===== src/rtl/sample_buffer_ctrl_if.sv =====
// rtl/sample_buffer_ctrl_if.sv - capture/readout/RAM signal bundle for sample_buffer_ctrl
// Purpose : groups the capture control, sample input, readout handshake and
//           single-port RAM signals of sample_buffer_ctrl.
// Ports   : slave  - controller side (drives READ_*, RAM_* requests, status)
//           master - host/RAM side (drives ARM, samples, READ_REQ, RAM_DOUT*)
interface sample_buffer_ctrl_if #(
    parameter int ADDR_W = 13
);
    logic              ARM;
    logic [ADDR_W-1:0] POST_COUNT;
    logic              SAMPLE_VALID;
    logic [7:0]        SAMPLE_DATA;
    logic              SAMPLE_TRIG;
    logic              READ_REQ;
    logic              READ_ACK;
    logic [7:0]        READ_DATA;
    logic              READ_TRIG;
    logic [ADDR_W-1:0] RAM_ADDR;
    logic              RAM_EN;
    logic              RAM_WE;
    logic [7:0]        RAM_DIN;
    logic              RAM_DINP;
    logic [7:0]        RAM_DOUT;
    logic              RAM_DOUTP;
    logic              BUSY;
    logic              DONE;
    logic [ADDR_W:0]   SAMPLE_COUNT;

    modport slave (
        input  ARM, POST_COUNT, SAMPLE_VALID, SAMPLE_DATA, SAMPLE_TRIG, READ_REQ,
               RAM_DOUT, RAM_DOUTP,
        output READ_ACK, READ_DATA, READ_TRIG, RAM_ADDR, RAM_EN, RAM_WE, RAM_DIN,
               RAM_DINP, BUSY, DONE, SAMPLE_COUNT
    );

    modport master (
        output ARM, POST_COUNT, SAMPLE_VALID, SAMPLE_DATA, SAMPLE_TRIG, READ_REQ,
               RAM_DOUT, RAM_DOUTP,
        input  READ_ACK, READ_DATA, READ_TRIG, RAM_ADDR, RAM_EN, RAM_WE, RAM_DIN,
               RAM_DINP, BUSY, DONE, SAMPLE_COUNT
    );
endinterface


===== src/rtl/sample_buffer_ctrl.sv =====
// rtl/sample_buffer_ctrl.sv - circular pre/post-trigger sample capture with paced readout
// Purpose : captures 8-bit samples (trigger flag in the RAM parity bit) into an
//           external single-port RAM as a ring buffer, stops POST_COUNT samples
//           after the trigger, then replays oldest-first on READ_REQ.
// Ports   : CLK   - sole clock, rising edge
//           RESET - synchronous, active-high
//           bus   - sample_buffer_ctrl_if.slave (control, samples, readout, RAM, status)
module sample_buffer_ctrl #(
    parameter int ADDR_W = 13
) (
    input  logic                 CLK,
    input  logic                 RESET,
    sample_buffer_ctrl_if.slave  bus
);
    localparam logic [ADDR_W:0] FULL = {1'b1, {ADDR_W{1'b0}}};

    typedef enum logic [2:0] {
        S_IDLE, S_ARMED, S_POST, S_DONE, S_RD_ADDR, S_RD_DATA
    } state_t;

    state_t            state_q, state_d;
    logic [ADDR_W-1:0] wr_ptr_q, wr_ptr_d;
    logic [ADDR_W-1:0] rd_ptr_q, rd_ptr_d;
    logic [ADDR_W:0]   count_q, count_d;
    logic [ADDR_W:0]   remain_q, remain_d;
    logic              wrap_q, wrap_d;
    logic [ADDR_W-1:0] post_len_q, post_len_d;
    logic [ADDR_W-1:0] post_cnt_q, post_cnt_d;
    logic              read_ack_q, read_ack_d;
    logic [7:0]        read_data_q, read_data_d;
    logic              read_trig_q, read_trig_d;

    logic              ram_en, ram_we, ram_dinp, capture_end;
    logic [ADDR_W-1:0] ram_addr;
    logic [7:0]        ram_din;

    always_comb begin
        state_d     = state_q;
        wr_ptr_d    = wr_ptr_q;
        rd_ptr_d    = rd_ptr_q;
        count_d     = count_q;
        remain_d    = remain_q;
        wrap_d      = wrap_q;
        post_len_d  = post_len_q;
        post_cnt_d  = post_cnt_q;
        read_ack_d  = 1'b0;
        read_data_d = read_data_q;
        read_trig_d = read_trig_q;
        ram_en      = 1'b0;
        ram_we      = 1'b0;
        ram_addr    = '0;
        ram_din     = '0;
        ram_dinp    = 1'b0;
        capture_end = 1'b0;

        if (bus.ARM) begin
            // ARM wins over everything in flight; a coincident sample is dropped.
            state_d    = S_ARMED;
            wr_ptr_d   = '0;
            count_d    = '0;
            wrap_d     = 1'b0;
            post_len_d = bus.POST_COUNT;
        end else begin
            case (state_q)
                S_ARMED, S_POST: begin
                    if (bus.SAMPLE_VALID) begin
                        ram_en   = 1'b1;
                        ram_we   = 1'b1;
                        ram_addr = wr_ptr_q;
                        ram_din  = bus.SAMPLE_DATA;
                        ram_dinp = bus.SAMPLE_TRIG;
                        wr_ptr_d = wr_ptr_q + 1'b1;
                        if (wr_ptr_q == '1) wrap_d = 1'b1;
                        if (count_q != FULL) count_d = count_q + 1'b1;
                        if (state_q == S_ARMED) begin
                            if (bus.SAMPLE_TRIG) begin
                                if (post_len_q == '0) begin
                                    capture_end = 1'b1;
                                end else begin
                                    state_d    = S_POST;
                                    post_cnt_d = post_len_q;
                                end
                            end
                        end else begin
                            post_cnt_d = post_cnt_q - 1'b1;
                            if (post_cnt_q == ADDR_W'(1)) capture_end = 1'b1;
                        end
                        // Next-state pointer/count already include this write,
                        // so the oldest entry is the slot about to be overwritten.
                        if (capture_end) begin
                            state_d  = S_DONE;
                            rd_ptr_d = wrap_d ? wr_ptr_d : '0;
                            remain_d = count_d;
                        end
                    end
                end
                S_DONE: begin
                    if (bus.READ_REQ && (remain_q != '0)) state_d = S_RD_ADDR;
                end
                S_RD_ADDR: begin
                    ram_en   = 1'b1;
                    ram_addr = rd_ptr_q;
                    state_d  = S_RD_DATA;
                end
                S_RD_DATA: begin
                    read_ack_d  = 1'b1;
                    read_data_d = bus.RAM_DOUT;
                    read_trig_d = bus.RAM_DOUTP;
                    rd_ptr_d    = rd_ptr_q + 1'b1;
                    remain_d    = remain_q - 1'b1;
                    state_d     = (remain_q == (ADDR_W+1)'(1)) ? S_IDLE : S_DONE;
                end
                default: ;
            endcase
        end
    end

    always_ff @(posedge CLK) begin
        if (RESET) begin
            state_q     <= S_IDLE;
            wr_ptr_q    <= '0;
            rd_ptr_q    <= '0;
            count_q     <= '0;
            remain_q    <= '0;
            wrap_q      <= 1'b0;
            post_len_q  <= '0;
            post_cnt_q  <= '0;
            read_ack_q  <= 1'b0;
            read_data_q <= '0;
            read_trig_q <= 1'b0;
        end else begin
            state_q     <= state_d;
            wr_ptr_q    <= wr_ptr_d;
            rd_ptr_q    <= rd_ptr_d;
            count_q     <= count_d;
            remain_q    <= remain_d;
            wrap_q      <= wrap_d;
            post_len_q  <= post_len_d;
            post_cnt_q  <= post_cnt_d;
            read_ack_q  <= read_ack_d;
            read_data_q <= read_data_d;
            read_trig_q <= read_trig_d;
        end
    end

    // RESET gates the RAM strobes so an abandoned capture cannot land one last write.
    assign bus.RAM_EN       = ram_en & ~RESET;
    assign bus.RAM_WE       = ram_we & ~RESET;
    assign bus.RAM_ADDR     = ram_addr;
    assign bus.RAM_DIN      = ram_din;
    assign bus.RAM_DINP     = ram_dinp;
    assign bus.READ_ACK     = read_ack_q;
    assign bus.READ_DATA    = read_data_q;
    assign bus.READ_TRIG    = read_trig_q;
    assign bus.BUSY         = (state_q == S_ARMED) || (state_q == S_POST);
    assign bus.DONE         = (state_q == S_DONE) || (state_q == S_RD_ADDR) ||
                              (state_q == S_RD_DATA);
    assign bus.SAMPLE_COUNT = count_q;
endmodule

===== src/flat_wrapper.sv =====
// flat-port wrapper written by rule: the top's interface ports become plain ports
module sample_buffer_ctrl_flat 
#(
    parameter int ADDR_W = 13
)
  (CLK, RESET, bus_ARM, bus_POST_COUNT, bus_SAMPLE_VALID, bus_SAMPLE_DATA, bus_SAMPLE_TRIG, bus_READ_REQ, bus_RAM_DOUT, bus_RAM_DOUTP, bus_READ_ACK, bus_READ_DATA, bus_READ_TRIG, bus_RAM_ADDR, bus_RAM_EN, bus_RAM_WE, bus_RAM_DIN, bus_RAM_DINP, bus_BUSY, bus_DONE, bus_SAMPLE_COUNT);
  sample_buffer_ctrl_if #(.ADDR_W(ADDR_W)) bus_i ();
  input  logic CLK;
  input  logic RESET;
  input wire logic [$bits(bus_i.ARM)-1:0] bus_ARM;
  input wire logic [$bits(bus_i.POST_COUNT)-1:0] bus_POST_COUNT;
  input wire logic [$bits(bus_i.SAMPLE_VALID)-1:0] bus_SAMPLE_VALID;
  input wire logic [$bits(bus_i.SAMPLE_DATA)-1:0] bus_SAMPLE_DATA;
  input wire logic [$bits(bus_i.SAMPLE_TRIG)-1:0] bus_SAMPLE_TRIG;
  input wire logic [$bits(bus_i.READ_REQ)-1:0] bus_READ_REQ;
  input wire logic [$bits(bus_i.RAM_DOUT)-1:0] bus_RAM_DOUT;
  input wire logic [$bits(bus_i.RAM_DOUTP)-1:0] bus_RAM_DOUTP;
  output wire logic [$bits(bus_i.READ_ACK)-1:0] bus_READ_ACK;
  output wire logic [$bits(bus_i.READ_DATA)-1:0] bus_READ_DATA;
  output wire logic [$bits(bus_i.READ_TRIG)-1:0] bus_READ_TRIG;
  output wire logic [$bits(bus_i.RAM_ADDR)-1:0] bus_RAM_ADDR;
  output wire logic [$bits(bus_i.RAM_EN)-1:0] bus_RAM_EN;
  output wire logic [$bits(bus_i.RAM_WE)-1:0] bus_RAM_WE;
  output wire logic [$bits(bus_i.RAM_DIN)-1:0] bus_RAM_DIN;
  output wire logic [$bits(bus_i.RAM_DINP)-1:0] bus_RAM_DINP;
  output wire logic [$bits(bus_i.BUSY)-1:0] bus_BUSY;
  output wire logic [$bits(bus_i.DONE)-1:0] bus_DONE;
  output wire logic [$bits(bus_i.SAMPLE_COUNT)-1:0] bus_SAMPLE_COUNT;
  assign bus_i.ARM = bus_ARM;
  assign bus_i.POST_COUNT = bus_POST_COUNT;
  assign bus_i.SAMPLE_VALID = bus_SAMPLE_VALID;
  assign bus_i.SAMPLE_DATA = bus_SAMPLE_DATA;
  assign bus_i.SAMPLE_TRIG = bus_SAMPLE_TRIG;
  assign bus_i.READ_REQ = bus_READ_REQ;
  assign bus_i.RAM_DOUT = bus_RAM_DOUT;
  assign bus_i.RAM_DOUTP = bus_RAM_DOUTP;
  assign bus_READ_ACK = bus_i.READ_ACK;
  assign bus_READ_DATA = bus_i.READ_DATA;
  assign bus_READ_TRIG = bus_i.READ_TRIG;
  assign bus_RAM_ADDR = bus_i.RAM_ADDR;
  assign bus_RAM_EN = bus_i.RAM_EN;
  assign bus_RAM_WE = bus_i.RAM_WE;
  assign bus_RAM_DIN = bus_i.RAM_DIN;
  assign bus_RAM_DINP = bus_i.RAM_DINP;
  assign bus_BUSY = bus_i.BUSY;
  assign bus_DONE = bus_i.DONE;
  assign bus_SAMPLE_COUNT = bus_i.SAMPLE_COUNT;
  sample_buffer_ctrl #(.ADDR_W(ADDR_W)) u_core (.CLK(CLK), .RESET(RESET), .bus(bus_i));
endmodule

===== config.mk =====
export PLATFORM = sky130hd
export DESIGN_NAME = sample_buffer_ctrl_flat
export DESIGN_NICKNAME = d
export VERILOG_FILES = /design/src/rtl/sample_buffer_ctrl_if.sv /design/src/rtl/sample_buffer_ctrl.sv /design/src/flat_wrapper.sv
export SDC_FILE = /design/constraint.sdc
export NUM_CORES = 1
export LEC_CHECK = 0
export CORE_AREA = 3 3 101 103
export CTS_CLUSTER_DIAMETER = 100
export DETAILED_ROUTE_END_ITERATION = 16
export DIE_AREA = 0 0 104 106
export PLACE_DENSITY = 0.82
export SLEW_MARGIN = 20
export SYNTH_ARGS = -nofsm -noshare
export SYNTH_HDL_FRONTEND = slang
export SYNTH_SLANG_ARGS = --single-unit
export TNS_END_PERCENT = 10

===== constraint.sdc =====
create_clock -name CLK -period 3.63 [get_ports CLK]
set_input_delay 0.5445 -clock CLK [delete_from_list [all_inputs] [get_ports CLK]]
set_output_delay 0.5445 -clock CLK [all_outputs]
set_load 0.05 [all_outputs]

-- Yosys cells after proc, flatten, opt, wreduce, memory -nomap -nowiden
Index checks and enable logic that the tools add are counted.
- register bits after elaboration: 94
- input port bits: 36
- output and inout port bits: 50
- logic and storage cells: 106
- $add $sub $neg: 5
- equality and inequality tests: 22
- muxes and demuxes: 46
- bitwise logic cells: 4
- reduce and logical (&&, ||, !) cells: 17
- operator list (kind ; number):
    $mux W13 ; 8
    $pmux W13 S2 ; 2
    $mux W14 ; 3
    $pmux W14 S2 ; 1
    $add A13 B1 Y13 const B ; 2
    $mux W8 ; 3
    $mux W1 ; 20
    $mux W3 ; 6
    $add A14 B1 Y14 const B ; 1
    $eq A14 B1 Y1 const B ; 1
    $ne A14 B14 Y1 const B ; 1
    $reduce_bool A14 Y1 ; 1
    $sub A14 B1 Y14 const B ; 1
    $eq A13 B1 Y1 const B ; 1
    $eq A13 B13 Y1 const B ; 1
    $logic_not A13 Y1 ; 1
    $sub A13 B1 Y13 const B ; 1
    $pmux W3 S4 ; 1
    $reduce_and A6 Y1 ; 2
    $eq A3 B2 Y1 const B ; 2
    $eq A3 B3 Y1 const B ; 2
    $ne A2 B2 Y1 const B ; 3
    $ne A3 B2 Y1 const B ; 2
    $ne A3 B3 Y1 const B ; 2
    other kinds (19) ; 26

-- Depth between registers and ports, before layout
- depth after elaboration: 11
- gate-level depth with buffers: 9
- depth with buffers taken out: 8

-- Least setup slack after synthesis
OpenSTA, ideal clock, no wires.
- path kind: reg2out
- from: register u_core.state_q[2]
- to: output bus_RAM_WE
- data arrival time: 2.285 ns
- required time: 3.086 ns
- slack: 0.801 ns
- cell stages (with the launch flop): 5
- path buffers: 1
- cells stage by stage: dfxtp_1 > buf_2 > nor2_1 > nand2_1 > nor2_1
- longest elaborated chain between the ends: 5
- elaborated cells between the ends (all ways): 6
- classes of those cells: 2 x eq/ne; 2 x mux; 1 x bitwise; 1 x reduce/logical
- RTL lines (item ; line ; text):
    start: declaration ; sample_buffer_ctrl.sv:21 ; state_t state_q, state_d;
    start signal: assignment ; sample_buffer_ctrl.sv:132 ; state_q <= state_d;
    $eq A3 B2 Y1 / $eq A3 B1 Y1 (equally long branches) ; sample_buffer_ctrl.sv:64 ; case (state_q)
    $reduce_or A2 Y1 * ; sample_buffer_ctrl.sv:64 ;
    $mux W1 * ; sample_buffer_ctrl.sv:64 ;
    $mux W1 * ; sample_buffer_ctrl.sv:56 ; if (bus.ARM) begin
    $and A1 B1 Y1 * ; sample_buffer_ctrl.sv:148 ; assign bus.RAM_WE = ram_we & ~RESET;
    end: declaration ; flat_wrapper.sv:23 ; output wire logic [$bits(bus_i.RAM_WE)-1:0] bus_RAM_WE;
Mark *: on every way between the ends. The rest lies on a longest branch, timed or not.

-- Final worst setup path
- from: register u_core.state_q[2]
- to: output bus_RAM_ADDR[1]
- longest elaborated chain between the ends: 4
- elaborated cells between the ends (all ways): 6
- classes of those cells: 3 x eq/ne; 2 x mux; 1 x reduce/logical
- RTL lines (item ; line ; text):
    $eq A3 B2 Y1 / $eq A3 B1 Y1 (equally long branches) ; sample_buffer_ctrl.sv:64 ;
    $reduce_or A2 Y1 ; sample_buffer_ctrl.sv:64 ;
    $pmux W13 S2 * ; sample_buffer_ctrl.sv:64 ;
    $mux W13 * ; sample_buffer_ctrl.sv:56 ;
    end: declaration ; flat_wrapper.sv:21 ; output wire logic [$bits(bus_i.RAM_ADDR)-1:0] bus_RAM_ADDR;
Marks and branches as above.

==> run_results.csv <==
group,metric,value,unit
worst_setup_path,r2r_slack,780,ps
worst_setup_path,worstSetupEndpointType,"output port",
worst_setup_path,r2r-start,"u_core.state_q[2]",
sta,rsz0062_at_grt,"no",
layout,stdcell_count,944,
placed_design,routabilityCongestion,0.9343,
logic_synthesis,synth_edf_count,0,
logic_synthesis,synth_seq_area_share,0.3399,
grt,grt_pass1_vias,5401,
sta,timing.final.setup_violations,0,
clock_network,h-tree-depth,3,
sta,finalMaxSlewViolations,0,
grt,grt-ovfl-total,0,
power,clkPwrFrac,0.336,
clock_network,clockBufferDepth,2,
grt,antenna_found_initial,0,
drt,antenna_left,0,
floorplan,pin_count,86,
worst_setup_path,cp_cell_sequence,"xnor2_1, nor2_1, o21bai_1, nor2_1, buf_12",
floorplan,die_h,106,um
power,power.density,301.8,nW/um^2
drt,num_vias,5757,
layout,antennaDiodeCount,0,
worst_setup_path,worst-setup-path-type,"reg2out",
layout,drive_gt1_frac,0.07362,
power,p_leak,0.002272,uW
layout,layout.nets,856,
worst_setup_path,slowest_stage,"o21bai_1",
sta,finClkSkew,7.862,ps
drt,wl,15440,um
logic_synthesis,ys_warn_count,0,
worst_setup_path,crit_path_frequent_cell,"nor2_1",
clock_network,cts_buffers,9,
clock_network,postCtsHoldBufs,0,
layout,layout_common_cells,"nor2_1 (104), nand2_1 (94), dfxtp_1 (94)",
power,swShare,0.2761,
grt,grt_pass1_wl,25970,um
clock_network,cts_tree,"yes",
drt,drc,0,
clock_network,post_cts_resized,0,
placed_design,dp_hpwl,10940,um
layout,mostFrequentLayoutCell,"nor2_1",
placed_design,placed_area,6634,um^2
drt,viasPerCell,6.099,
worst_setup_path,cp-startpoint,"u_core.state_q[2]",
logic_synthesis,syn-cell-area,5537,um^2
floorplan,start_util,0.5964,
worst_setup_path,crit_arrival,2620,ps
drt,post_drt_wl_per_cell,16.36,um
worst_hold_path,hold_class,"reg2reg",
power,ir_drop,206.5,uV
logic_synthesis,syn_inst,758,
drt,drtPass1Iterations,6,
sta,worst_pin_slew,1063,ps
worst_setup_path,required,3090,ps
floorplan,core_area,9284,um^2
layout,multi_input_area,3378,um^2
grt,grt_start_max_net_pins,65,
power,p_int,1491,uW
logic_synthesis,ys_ff_latch,94,
clock_network,clock-root-buffer,"clkbuf_8",
logic_synthesis,synth_area_per_cell,7.304,um^2
floorplan,fp.dieW,104,um
sta,period_share,0.8708,
grt,gr-usage-met1,0.3671,
worst_setup_path,reg2reg_depth,6,
sta,relSlewSlack,0.2900,
worst_setup_path,slowest_delay,850,ps
layout,regArea,1882,um^2
power,combPwrFrac,0.142,
layout,syn2layout_area_growth,23.23,%
drt,initialDrtViolationCount,610,
clock_network,clk_pin_slew,90,ps
grt,use_met3,0.05161,
grt,use_met2,0.4554,
sta,period_needed,3161,ps
run_status,status,"finished, final reports clean",
layout,fin_area,6823,um^2
placed_design,dp.cells,929,
sta,timing_hold_violations_final,0,
logic_synthesis,async_reset_ff_frac,0,
clock_network,post_cts_buffers,0,
clock_network,clk_latency,370,ps
grt,grt-busiest-layer,"met2",
floorplan,dieArea,11020,um^2
worst_setup_path,worstReg2RegEnd,"u_core.rd_ptr_q[7]",
sta,fmax,316.3,MHz
worst_setup_path,worstPathMaxFanout,15,
clock_network,cts_sinks,94,
layout,fill_cells,744,
floorplan,core.rowCount,35,
logic_synthesis,yosysUniqueCellTypes,61,
run,maxCapViolCount,0,
logic_synthesis,synth_flop_cell,"dfxtp_1",
grt,grt_use_total,0.2783,
worst_setup_path,start_kind,"register",
logic_synthesis,syn_nets,803,
worst_setup_path,crit_end,"bus_RAM_ADDR[1]",
sta,setup-tns-final,0,ps
power,p_sw,568.5,uW
placed_design,portBuffers,85,
power,p_seq_frac,0.522,
==> state kept, by name, summed over array words and instances, names as in the netlist <==
name                     flops
u_core.wr_ptr_q             13
u_core.post_len_q           13
u_core.remain_q             14
u_core.wrap_q                1
u_core.post_cnt_q           13
u_core.bus.READ_ACK          1
u_core.bus.READ_TRIG         1
u_core.bus.SAMPLE_COUNT     14
u_core.rd_ptr_q             13
u_core.bus.READ_DATA         8
u_core.state_q               3
==> per-layer routing <==
metal,vias up,part of all wire
met1,2645,0.43
met3,34,0.080
met4,0,0.023
met5,-,0
li1,2760,-
met2,318,0.47
==> worst max-delay path: cells and delay by family, from the launching register on <==
family	cells	cell delay [ps]
AO/OA/AOI/OAI	1	850
flip-flops	1	700
AND/OR/NAND/NOR	2	290
buffers and inverters	1	220
XOR/XNOR	1	180
==> cell type report <==
class / count / share of cell area
Clock buffer: 10 / 0.01871
Clock inverter: 5 / 0.008986
Inverter: 15 / 0.008252
Multi-Input combinational cell: 595 / 0.4951
Sequential cell: 94 / 0.2758
Tap cell: 129 / 0.02366
Timing Repair Buffer: 96 / 0.1694
==> worst min path at each step <==
stage                                        from                 endpoint  cells after the start
after floorplan                u_core.rd_ptr_q[7]       u_core.rd_ptr_q[7]                      2
after global placement    u_core.bus.READ_DATA[3]  u_core.bus.READ_DATA[3]                      2
after detailed placement  u_core.bus.READ_DATA[5]  u_core.bus.READ_DATA[5]                      2
after CTS                 u_core.bus.READ_DATA[5]  u_core.bus.READ_DATA[5]                      2
after global routing      u_core.bus.READ_DATA[5]  u_core.bus.READ_DATA[5]                      2
final                     u_core.bus.READ_DATA[5]  u_core.bus.READ_DATA[5]                      2
==> cells by family after synthesis <==
kind of cell,count (synthesis),synth area share
simple gates,348,0.3015
compound gates,176,0.1849
flops,94,0.3399
buf+inv,69,0.05198
xor+xnor,47,0.07435
mux,15,0.02712
fa+ha+maj,9,0.02034
==> power by group through the flow <==
stage / registers, uW / logic, uW / clock network (uW)
detailed placement: 1100 / 288 / 0
global route: 1080 / 319 / 735
global placement: 1100 / 281 / 0
finish: 1070 / 292 / 693
CTS: 1070 / 290 / 704
floorplan: 1090 / 194 / 0
==> per-stage QoR <==
| stage | power [uW] | util | hold slack, ps | setup slack, ps |
|---|---|---|---|---|
| floorplan | 1284 | - | 440.6 | 800.8 |
| global placement | 1378 | 0.7146 | 443.2 | 826.5 |
| detailed placement | 1386 | 0.7146 | 450.5 | 729.0 |
| CTS | 2068 | 0.7349 | 463.6 | 460.5 |
| global route | 2132 | 0.7349 | 481.3 | 318.4 |
| finish | 2059 | 0.7349 | 463.5 | 468.8 |
==> synth_stat cells (3+ instances only) <==
cell type    n  area, um^2
o21ai_0     44       220.2
inv_1       15       56.30
buf_2       13       65.06
a22oi_1     14       105.1
nand4_1     13       81.33
nor3b_1      5       37.54
o22ai_1      7       43.79
nor3_1      30       150.1
a31oi_1      5       31.28
and4_1       3       26.28
ha_1         9       112.6
and2_1       9       56.30
mux2i_1     15       150.1
nor2b_1      4       25.02
nand2b_1     6       37.54
nand3_1     37       185.2
nand2_1     94       352.8
a211oi_1     4       30.03
buf_4        3       22.52
or3_1        3       18.77
nor2_1     104       390.4
a21oi_1     70       350.3
dfxtp_1     94        1882
o21ai_1      8       40.04
xnor2_1     31       271.5
buf_1        5       18.77
and3_1       7       43.79
nor4b_1      4       35.03
xor2_1      16       140.1
o211ai_1     3       22.52
clkbuf_1    32       120.1
nor4_1      13       81.33
Note: power is estimated with default switching activity, not from simulation.
